## src/rtl/vga_timing_gen.sv

```systemverilog
// vga_timing_gen: 640x480@60 pixel-enable, sync/active/coordinate generator with pipelined sync outputs
// Optional colour-bar output enabled by VGA_TIMING_PATTERN_EN.
module vga_timing_gen #(
  parameter int CE_DIV      = 4,
  parameter int H_TOTAL     = 800,
  parameter int H_SYNC      = 96,
  parameter int H_ACT_START = 144,
  parameter int H_ACT       = 640,
  parameter int V_TOTAL     = 525,
  parameter int V_SYNC      = 2,
  parameter int V_ACT_START = 35,
  parameter int V_ACT       = 480,
  parameter int PIPE_DLY    = 1
) (
  input  logic       clk,
  input  logic       rst_n,
  output logic       pix_ce,
  output logic       hsync,
  output logic       vsync,
  output logic       active,
  output logic [9:0] x_pos,
  output logic [9:0] y_pos,
  output logic       line_start,
  output logic       frame_start
`ifdef VGA_TIMING_PATTERN_EN
  ,
  output logic [11:0] test_rgb
`endif
);
  localparam logic [7:0] CE_LAST = 8'(CE_DIV - 1);
  localparam logic [9:0] H_LAST  = 10'(H_TOTAL - 1);
  localparam logic [9:0] V_LAST  = 10'(V_TOTAL - 1);
  localparam logic [9:0] HS      = 10'(H_SYNC);
  localparam logic [9:0] VS      = 10'(V_SYNC);
  localparam logic [9:0] HAS     = 10'(H_ACT_START);
  localparam logic [9:0] HAE     = 10'(H_ACT_START + H_ACT);
  localparam logic [9:0] VAS     = 10'(V_ACT_START);
  localparam logic [9:0] VAE     = 10'(V_ACT_START + V_ACT);
`ifdef VGA_TIMING_PATTERN_EN
  localparam int DW = 15;
  localparam logic [DW-1:0] RST_WORD = {3'b110, 12'h000};
`else
  localparam int DW = 3;
  localparam logic [DW-1:0] RST_WORD = 3'b110;
`endif
  logic [7:0] ce_cnt;
  logic [9:0] h_cnt, v_cnt, h_nxt, v_nxt;
  logic tick, act_nxt, hs_raw, vs_raw, act_raw;
  logic [DW-1:0] raw, dly;
  always_comb begin
    tick    = ce_cnt == CE_LAST;
    h_nxt   = h_cnt == H_LAST ? 10'd0 : h_cnt + 10'd1;
    v_nxt   = h_cnt != H_LAST ? v_cnt : v_cnt == V_LAST ? 10'd0 : v_cnt + 10'd1;
    act_nxt = h_nxt >= HAS && h_nxt < HAE && v_nxt >= VAS && v_nxt < VAE;
  end
  always_ff @(posedge clk or negedge rst_n) begin
    if (!rst_n) begin
      ce_cnt      <= '0;
      h_cnt       <= '0;
      v_cnt       <= '0;
      pix_ce      <= 1'b0;
      hs_raw      <= 1'b1;
      vs_raw      <= 1'b1;
      act_raw     <= 1'b0;
      x_pos       <= '0;
      y_pos       <= '0;
      line_start  <= 1'b0;
      frame_start <= 1'b0;
    end else begin
      ce_cnt      <= tick ? 8'd0 : ce_cnt + 8'd1;
      pix_ce      <= tick;
      line_start  <= tick && h_nxt == 10'd0;
      frame_start <= tick && h_nxt == 10'd0 && v_nxt == 10'd0;
      if (tick) begin
        h_cnt   <= h_nxt;
        v_cnt   <= v_nxt;
        hs_raw  <= h_nxt >= HS;
        vs_raw  <= v_nxt >= VS;
        act_raw <= act_nxt;
        x_pos   <= act_nxt ? h_nxt - HAS : 10'd0;
        y_pos   <= act_nxt ? v_nxt - VAS : 10'd0;
      end
    end
  end
`ifdef VGA_TIMING_PATTERN_EN
  // Bars are derived from the undelayed x_pos and ride the same delay line as active
  logic [11:0] bar;
  always_comb
    bar = x_pos < 10'd80  ? 12'hFFF : x_pos < 10'd160 ? 12'hFF0 :
          x_pos < 10'd240 ? 12'h0FF : x_pos < 10'd320 ? 12'h0F0 :
          x_pos < 10'd400 ? 12'hF0F : x_pos < 10'd480 ? 12'hF00 :
          x_pos < 10'd560 ? 12'h00F : 12'h000;
  assign raw = {hs_raw, vs_raw, act_raw, act_raw ? bar : 12'h000};
  assign test_rgb = dly[12] ? dly[11:0] : 12'h000;
`else
  assign raw = {hs_raw, vs_raw, act_raw};
`endif
  generate
    if (PIPE_DLY == 0) begin : g_nodly
      assign dly = raw;
    end else begin : g_dly
      logic [DW-1:0] sr [PIPE_DLY];
      always_ff @(posedge clk or negedge rst_n) begin
        if (!rst_n) begin
          for (int i = 0; i < PIPE_DLY; i++) sr[i] <= RST_WORD;
        end else if (tick) begin
          sr[0] <= raw;
          for (int i = 1; i < PIPE_DLY; i++) sr[i] <= sr[i-1];
        end
      end
      assign dly = sr[PIPE_DLY-1];
    end
  endgenerate
  assign hsync  = dly[DW-1];
  assign vsync  = dly[DW-2];
  assign active = dly[DW-3];
endmodule

```

## config.mk

```make
export PLATFORM = sky130hd
export DESIGN_NAME = vga_timing_gen
export DESIGN_NICKNAME = d
export VERILOG_FILES = /design/src/rtl/vga_timing_gen.sv
export SDC_FILE = /design/constraint.sdc
export NUM_CORES = 1
export LEC_CHECK = 0
export CORE_MARGIN = 10
export CORE_UTILIZATION = 62
export DETAILED_ROUTE_END_ITERATION = 10
export GPL_TIMING_DRIVEN = 0
export PLACE_DENSITY_LB_ADDON = 0.08
export SLEW_MARGIN = 20
export SYNTH_ARGS = -nofsm -noshare
export SYNTH_HDL_FRONTEND = slang
export SYNTH_SLANG_ARGS = --single-unit
```

## constraint.sdc

```tcl
create_clock -name clk -period 7.7 [get_ports clk]
set_input_delay 1.925 -clock clk [delete_from_list [all_inputs] [get_ports clk]]
set_output_delay 1.925 -clock clk [all_outputs]
set_load 0.01 [all_outputs]
```

# Yosys cells after proc, flatten, opt, wreduce, memory -nomap -nowiden
# Index checks and enable logic that the tools add are counted.
# totals
regBits	57
in_bits	2
elab_cells	40
# op_classes
n_mux	6
eq_ne	4
order_cmp	6
n_reduce_logical	7
n_addsub	5
# ops
operator	n
two-way mux 10 bit	5
adder 10 x 1 -> 10 bit (second input constant)	2
equality test 10 bit (second input constant)	2
logical NOT 10 bit	2
less-than comparator 10 bit (second input constant)	2
>= comparator 10 x 2 -> 1 bit (second input constant)	1
>= comparator 10 x 6 -> 1 bit (second input constant)	1
>= comparator 10 x 7 -> 1 bit (second input constant)	1
>= comparator 10 x 8 -> 1 bit (second input constant)	1
inequality test 10 bit (second input constant)	1
subtractor 10 x 6 -> 10 bit (second input constant)	1
subtractor 10 x 8 -> 10 bit (second input constant)	1
adder 8 x 1 -> 8 bit (second input constant)	1
equality test 8 x 2 -> 1 bit (second input constant)	1
two-way mux 8 bit	1
logical AND 1 bit	5

# Depth between registers and ports, before layout
# logic_depth
word_depth	7
mapped_depth	15
ltp_nobuf	13

# Least setup slack after synthesis
# Ideal clock, no wire load.
# synth_path
path_kind	register to register
start	register h_cnt[1]
end	register x_pos[4]
arrival_ns	3.228
path_stages_with_launch	14
required_ns	7.633
path_slack_ns	4.405
period_less_slack_ns	3.295
setup_time_ns	0.067
path_cell_list	dfrtp_1 -> ha_1 -> nand4_1 -> or3_1 -> clkbuf_1 -> a21oi_1 -> inv_1 -> ha_1 -> inv_1 -> nand4_1 -> or4_1 -> a211oi_2 -> buf_6 -> a22o_1
# synth_between
elab_cells_between_ends	14
# synth_rtl
element	line	source
start: declaration	47	logic [9:0] h_cnt, v_cnt, h_nxt, v_nxt;
start signal: assignment	75	h_cnt <= h_nxt;
inequality test 10 bit *	53	v_nxt = h_cnt != H_LAST ? v_cnt : v_cnt == V_LAST ? 10'd0 : v_cnt + 10'd1;
two-way mux 10 bit *	53	
net v_nxt[0]	47	
>= comparator 10 x 6 -> 1 bit	54	act_nxt = h_nxt >= HAS && h_nxt < HAE && v_nxt >= VAS && v_nxt < VAE;
logical AND 1 bit	54	
logical AND 1 bit *	54	
two-way mux 10 bit *	80	x_pos <= act_nxt ? h_nxt - HAS : 10'd0;
end signal: assignment	80	
end: declaration	21	output logic [9:0] x_pos,
# The timed path passes the listed nets; every way through them passes the cells marked *.
# A chain may end at the register's enable or synchronous reset.

# Worst setup path after layout
# layout_path
start	register h_cnt[1]
end	register x_pos[6]
# The elaborated chain is that of the path after synthesis.

==> results <==
- The flow ran to the end, and the final reports show no timing, DRC or antenna violations.
- The synthesized area per cell is 9.59 µm².
- The CTS tree is done.
- The HPWL after detailed placement is 5.50 mm.
- The total instance count after detailed placement is 433.
- The final route contains 2711 vias.
- For the worst setup path, the data arrival time is 4340 ps.
- The critical path endpoint category is a register.
- The tightest slew margin relative to the limit is 33.7%.
- In this run the vertical extent of the chip is 92.1 µm.
- In this run the number of cells on the critical path is 13.
- The first global-routing pass estimated around 13 mm of wire.
- The part of the total power dissipated in sequential elements is 46.0%.
- The critical path class is reg2reg.
- After layout, the minimum clock period comes to approximately 4000 ps.
- The minimum hold slack is between 400 and 500 ps.
- The number of antenna violations at the first check in global routing is 0.
- The cell at the root of the clock tree is sky130_fd_sc_hd__clkbuf_8.
- At the end of routability-driven placement, the weighted congestion stood at 0.900.
- The worst register-to-register path begins at h_cnt[1].
- For the pin with the worst max-slew slack, the measured transition is roughly 1000 ps.
- The area growth from synthesis to layout is 18.6%.
- The synthesized netlist net count is ~350.
- The critical path ends at x_pos[6].
- The min-delay analysis places its worst path in the category reg2reg.
- The register-to-register setup slack is 3640 ps.
- Buffers placed on the I/O ports in this run total 27.
- In this run, synthesis inferred 0 flip-flops with an integrated enable.
- The share of cells above drive strength 1 is 8.97%.
- In the final design database the tool counted 387 nets.
- Of all flip-flops after synthesis, the portion carrying an async set or reset was 100%.
- The worst register-to-register path has a depth of 13.
- The final antenna-violating net count is 0.
- The die covers around 8500 µm².
- After clock tree synthesis, the clock-pin slew on the worst setup and hold paths is 70 ps.
- The pre-antenna-repair detailed-routing pass consisted of 5 iterations.
- After clock tree synthesis, the repair step resized 0 gates.
- For this design, the slowest cell found on the critical path is sky130_fd_sc_hd__a21oi_1.
- The critical path launch point is h_cnt[1].
- In the post-route analysis, the smallest setup slack over all paths is 3640 ps.
- The region available for standard cell placement spans ~5100 µm².
- For this design the top-level I/O count stands at 28.
- The clock latency at the later pin of the worst-skew pair is 340 ps.
- After detailed routing, the average wire length per cell comes to 17.1 µm.
- The dominant synthesized flop cell is sky130_fd_sc_hd__dfrtp_1.
- The total negative setup slack is 0 ps.
- In this run the cell area of the synthesized design comes to 3220 µm².
- Across every metal layer, demand over resource in global routing totals a little under a fifth.
- The required time of the critical path is 7980 ps.
- The number of remaining DRC errors is 0.
- For this design the static power due to leakage is 1.63 nW.
- The count of routing violations after the opening detailed-route iteration is 199.
- Counting along the longest clock path gives a buffer depth of 2.
- The wire length after detailed routing is 7.66 mm.
- The max-capacitance violation count is 0.
- The worst register-to-register path ends at x_pos[6].
- The number of vias per cell is 6.04.
- In this run the horizontal extent of the chip is 92.1 µm.
- The clock sink count is 57.
- Along the worst path, the maximum fanout reaches 10.
- The effective utilization at floorplan is between 60% and 70%.
- IR analysis of the VDD net gives a maximum drop of 0.122 mV.
- The nature of the critical path startpoint is a register.
- Post-CTS timing repair inserted 0 buffers for setup.
- Net switching is 19.6% of the power.
- For this design the ratio of total power to cell area is 170 nW/µm².
- Prior to clock tree synthesis, the placed netlist has a worst setup slack of 3780 ps.
- For this run the aggregate overflow at the end of global routing stands at 0.
- The cell internal power dissipation is 0.000523 W.
- Once layout is complete, the cells apart from fillers number 449.
- The maximum frequency from static timing analysis is 246 MHz.
- The share of the clock period used by the worst path after layout is 52.7%.
- The cell family contributing the most delay on the critical path is simple AND/OR/NAND/NOR gates.
- The count of hold-fix buffers inserted at cts is 0.
- Leaving out fill and tap cells, the most frequent cell in the layout is sky130_fd_sc_hd__dfrtp_1.
- The final number of max-transition violations came to 0.
- For the final database, setup skew stands at 8.03 ps.
- Setup repair after global routing left no endpoint under its margin.
- The final count of hold timing violations is 0.
- In the layout the commonest cells are 53 x sky130_fd_sc_hd__dfrtp_1, 38 x sky130_fd_sc_hd__nand2_1, 26 x sky130_fd_sc_hd__clkdlybuf4s50_1, 24 x sky130_fd_sc_hd__xnor2_1, 21 x sky130_fd_sc_hd__o21ai_0.
- CTS built an H-tree with a depth of 3.
- The number of diodes added for antenna fixing is 0.
- The sequential fraction of the synthesis area is 44.4%.
- The final setup violation count is 0.
- The critical path contains buffers and inverters numbering 4 combined.
- The flop and latch count out of synthesis is 57.
- The critical path goes through ha_1 -> nand4_1 -> or3_1 -> clkbuf_1 -> a21oi_1 -> inv_1 -> ha_1 -> inv_1 -> nand4_1 -> or4_1 -> a211oi_2 -> buf_6 -> a22o_1.
- The via count of the first global-routing pass was 2640.
- The largest stage delay on the critical path is 490 ps.
- The relative contribution of the clock network to total power is 53.1%.
- The number of distinct library cells after synthesis is 50.
- The Yosys step of the flow raised 0 warnings.
- Per report_power, the combinational group accounts for 0.9% of the total.
- The clock buffer count from CTS is 9.
- Synthesis handed over a netlist of 336 instances.
- Summed over all nets, the switching power comes to 0.000128 W.
- The placement row count is 26.
- Entering global routing, the biggest net connects 58 pins.
## layer usage
metal  routed length [µm]  GRT usage [%]
met4                  139           7.84
met3                  542           4.24
met2                 3390           28.1
met1                 3590           25.3
met5                    0              0
## registers in the layout, summed over array words and instances, names as in the netlist
signal / count
pix_ce: 1
v_cnt: 10
frame_start: 1
vs_raw: 1
ce_cnt: 8
h_cnt: 10
act_raw: 1
x_pos: 10
dly: 3
y_pos: 10
hs_raw: 1
line_start: 1
## worst min-delay path by stage
stage | start | endpoint | slack (ps) | cells past startpoint
after floorplan | hs_raw | dly[2] | 430 | 2
after global placement | hs_raw | dly[2] | 450 | 2
after detailed placement | hs_raw | dly[2] | 450 | 2
after CTS | hs_raw | dly[2] | 450 | 2
after global routing | hs_raw | dly[2] | 470 | 2
final | hs_raw | dly[2] | 450 | 2
## cells by family after synthesis
kind of cell             synth area share [%]
AO/OA/AOI/OAI                            17.8
adder cells (fa/ha/maj)                  4.27
flip-flops                               44.4
AND/OR/NAND/NOR                          19.5
multiplexers                            0.350
buffers and inverters                    5.28
XOR/XNOR                                 8.43
## worst reg2reg max path, stage by stage (launching register included)
cell,delay (ps)
sky130_fd_sc_hd__dfrtp_1,440
sky130_fd_sc_hd__ha_1,340
sky130_fd_sc_hd__nand4_1,250
sky130_fd_sc_hd__or3_1,460
sky130_fd_sc_hd__clkbuf_1,260
sky130_fd_sc_hd__a21oi_1,490
sky130_fd_sc_hd__inv_1,110
sky130_fd_sc_hd__ha_1,240
sky130_fd_sc_hd__inv_1,70
sky130_fd_sc_hd__nand4_1,180
sky130_fd_sc_hd__or4_1,490
sky130_fd_sc_hd__a211oi_2,320
sky130_fd_sc_hd__buf_6,210
sky130_fd_sc_hd__a22o_1,150
## power groups by stage
| stage | clock network (W) | logic, W | registers [W] |
|---|---|---|---|
| floorplan | 0 | 0.000000000645 | 0.000305 |
| global placement | 0 | 0.00000627 | 0.000305 |
| detailed placement | 0 | 0.00000625 | 0.000305 |
| CTS | 0.000348 | 0.00000624 | 0.000300 |
| global route | 0.000362 | 0.00000677 | 0.000299 |
| finish | 0.000346 | 0.00000576 | 0.000300 |
## metrics by stage
step	util, %	instance area (µm²)	total power, W
2_1_floorplan	-	3220	0.000305
3_3_place_gp	70.5	3580	0.000311
3_5_place_dp	70.5	3580	0.000311
4_1_cts	75.3	3820	0.000654
5_1_grt	75.3	3820	0.000668
6_report	75.3	3820	0.000651
## cell usage after synthesis, types with 2 or more instances
cell type	n	area share [%]
sky130_fd_sc_hd__nand2b_1	5	0.97
sky130_fd_sc_hd__nor4_1	4	0.78
sky130_fd_sc_hd__dfstp_2	4	3.3
sky130_fd_sc_hd__inv_1	15	1.7
sky130_fd_sc_hd__buf_2	4	0.62
sky130_fd_sc_hd__ha_1	11	4.3
sky130_fd_sc_hd__a31oi_1	6	1.2
sky130_fd_sc_hd__nand3_1	18	2.8
sky130_fd_sc_hd__buf_6	3	1.0
sky130_fd_sc_hd__a31o_2	2	0.54
sky130_fd_sc_hd__and3_1	10	1.9
sky130_fd_sc_hd__and4_1	2	0.54
sky130_fd_sc_hd__o21ai_0	21	3.3
sky130_fd_sc_hd__nor2_1	10	1.2
sky130_fd_sc_hd__dfrtp_1	53	41
sky130_fd_sc_hd__o211a_1	2	0.62
sky130_fd_sc_hd__nand4_1	8	1.6
sky130_fd_sc_hd__or4_1	4	0.93
sky130_fd_sc_hd__xor2_1	7	1.9
sky130_fd_sc_hd__nor3b_1	2	0.47
sky130_fd_sc_hd__o21a_1	2	0.47
sky130_fd_sc_hd__or3_1	2	0.39
sky130_fd_sc_hd__nor3_1	8	1.2
sky130_fd_sc_hd__o31a_1	2	0.54
sky130_fd_sc_hd__a22o_1	20	5.4
sky130_fd_sc_hd__a211oi_1	2	0.47
sky130_fd_sc_hd__xnor2_1	24	6.5
sky130_fd_sc_hd__and2_1	2	0.39
sky130_fd_sc_hd__nand2_1	38	4.4
sky130_fd_sc_hd__a21oi_1	8	1.2
sky130_fd_sc_hd__o31ai_1	4	0.93
sky130_fd_sc_hd__clkbuf_1	15	1.7
## final cells by class
type | count | area [µm²]
Inverter | 15 | 56.3
Buffer | 23 | 114
Fill cell | 368 | 1250
Clock buffer | 11 | 141
Sequential cell | 57 | 1430
Clock inverter | 5 | 103
Timing Repair Buffer | 27 | 268
Multi-Input combinational cell | 241 | 1620
Tap cell | 70 | 87.6
(Power assumes the default switching activity.)
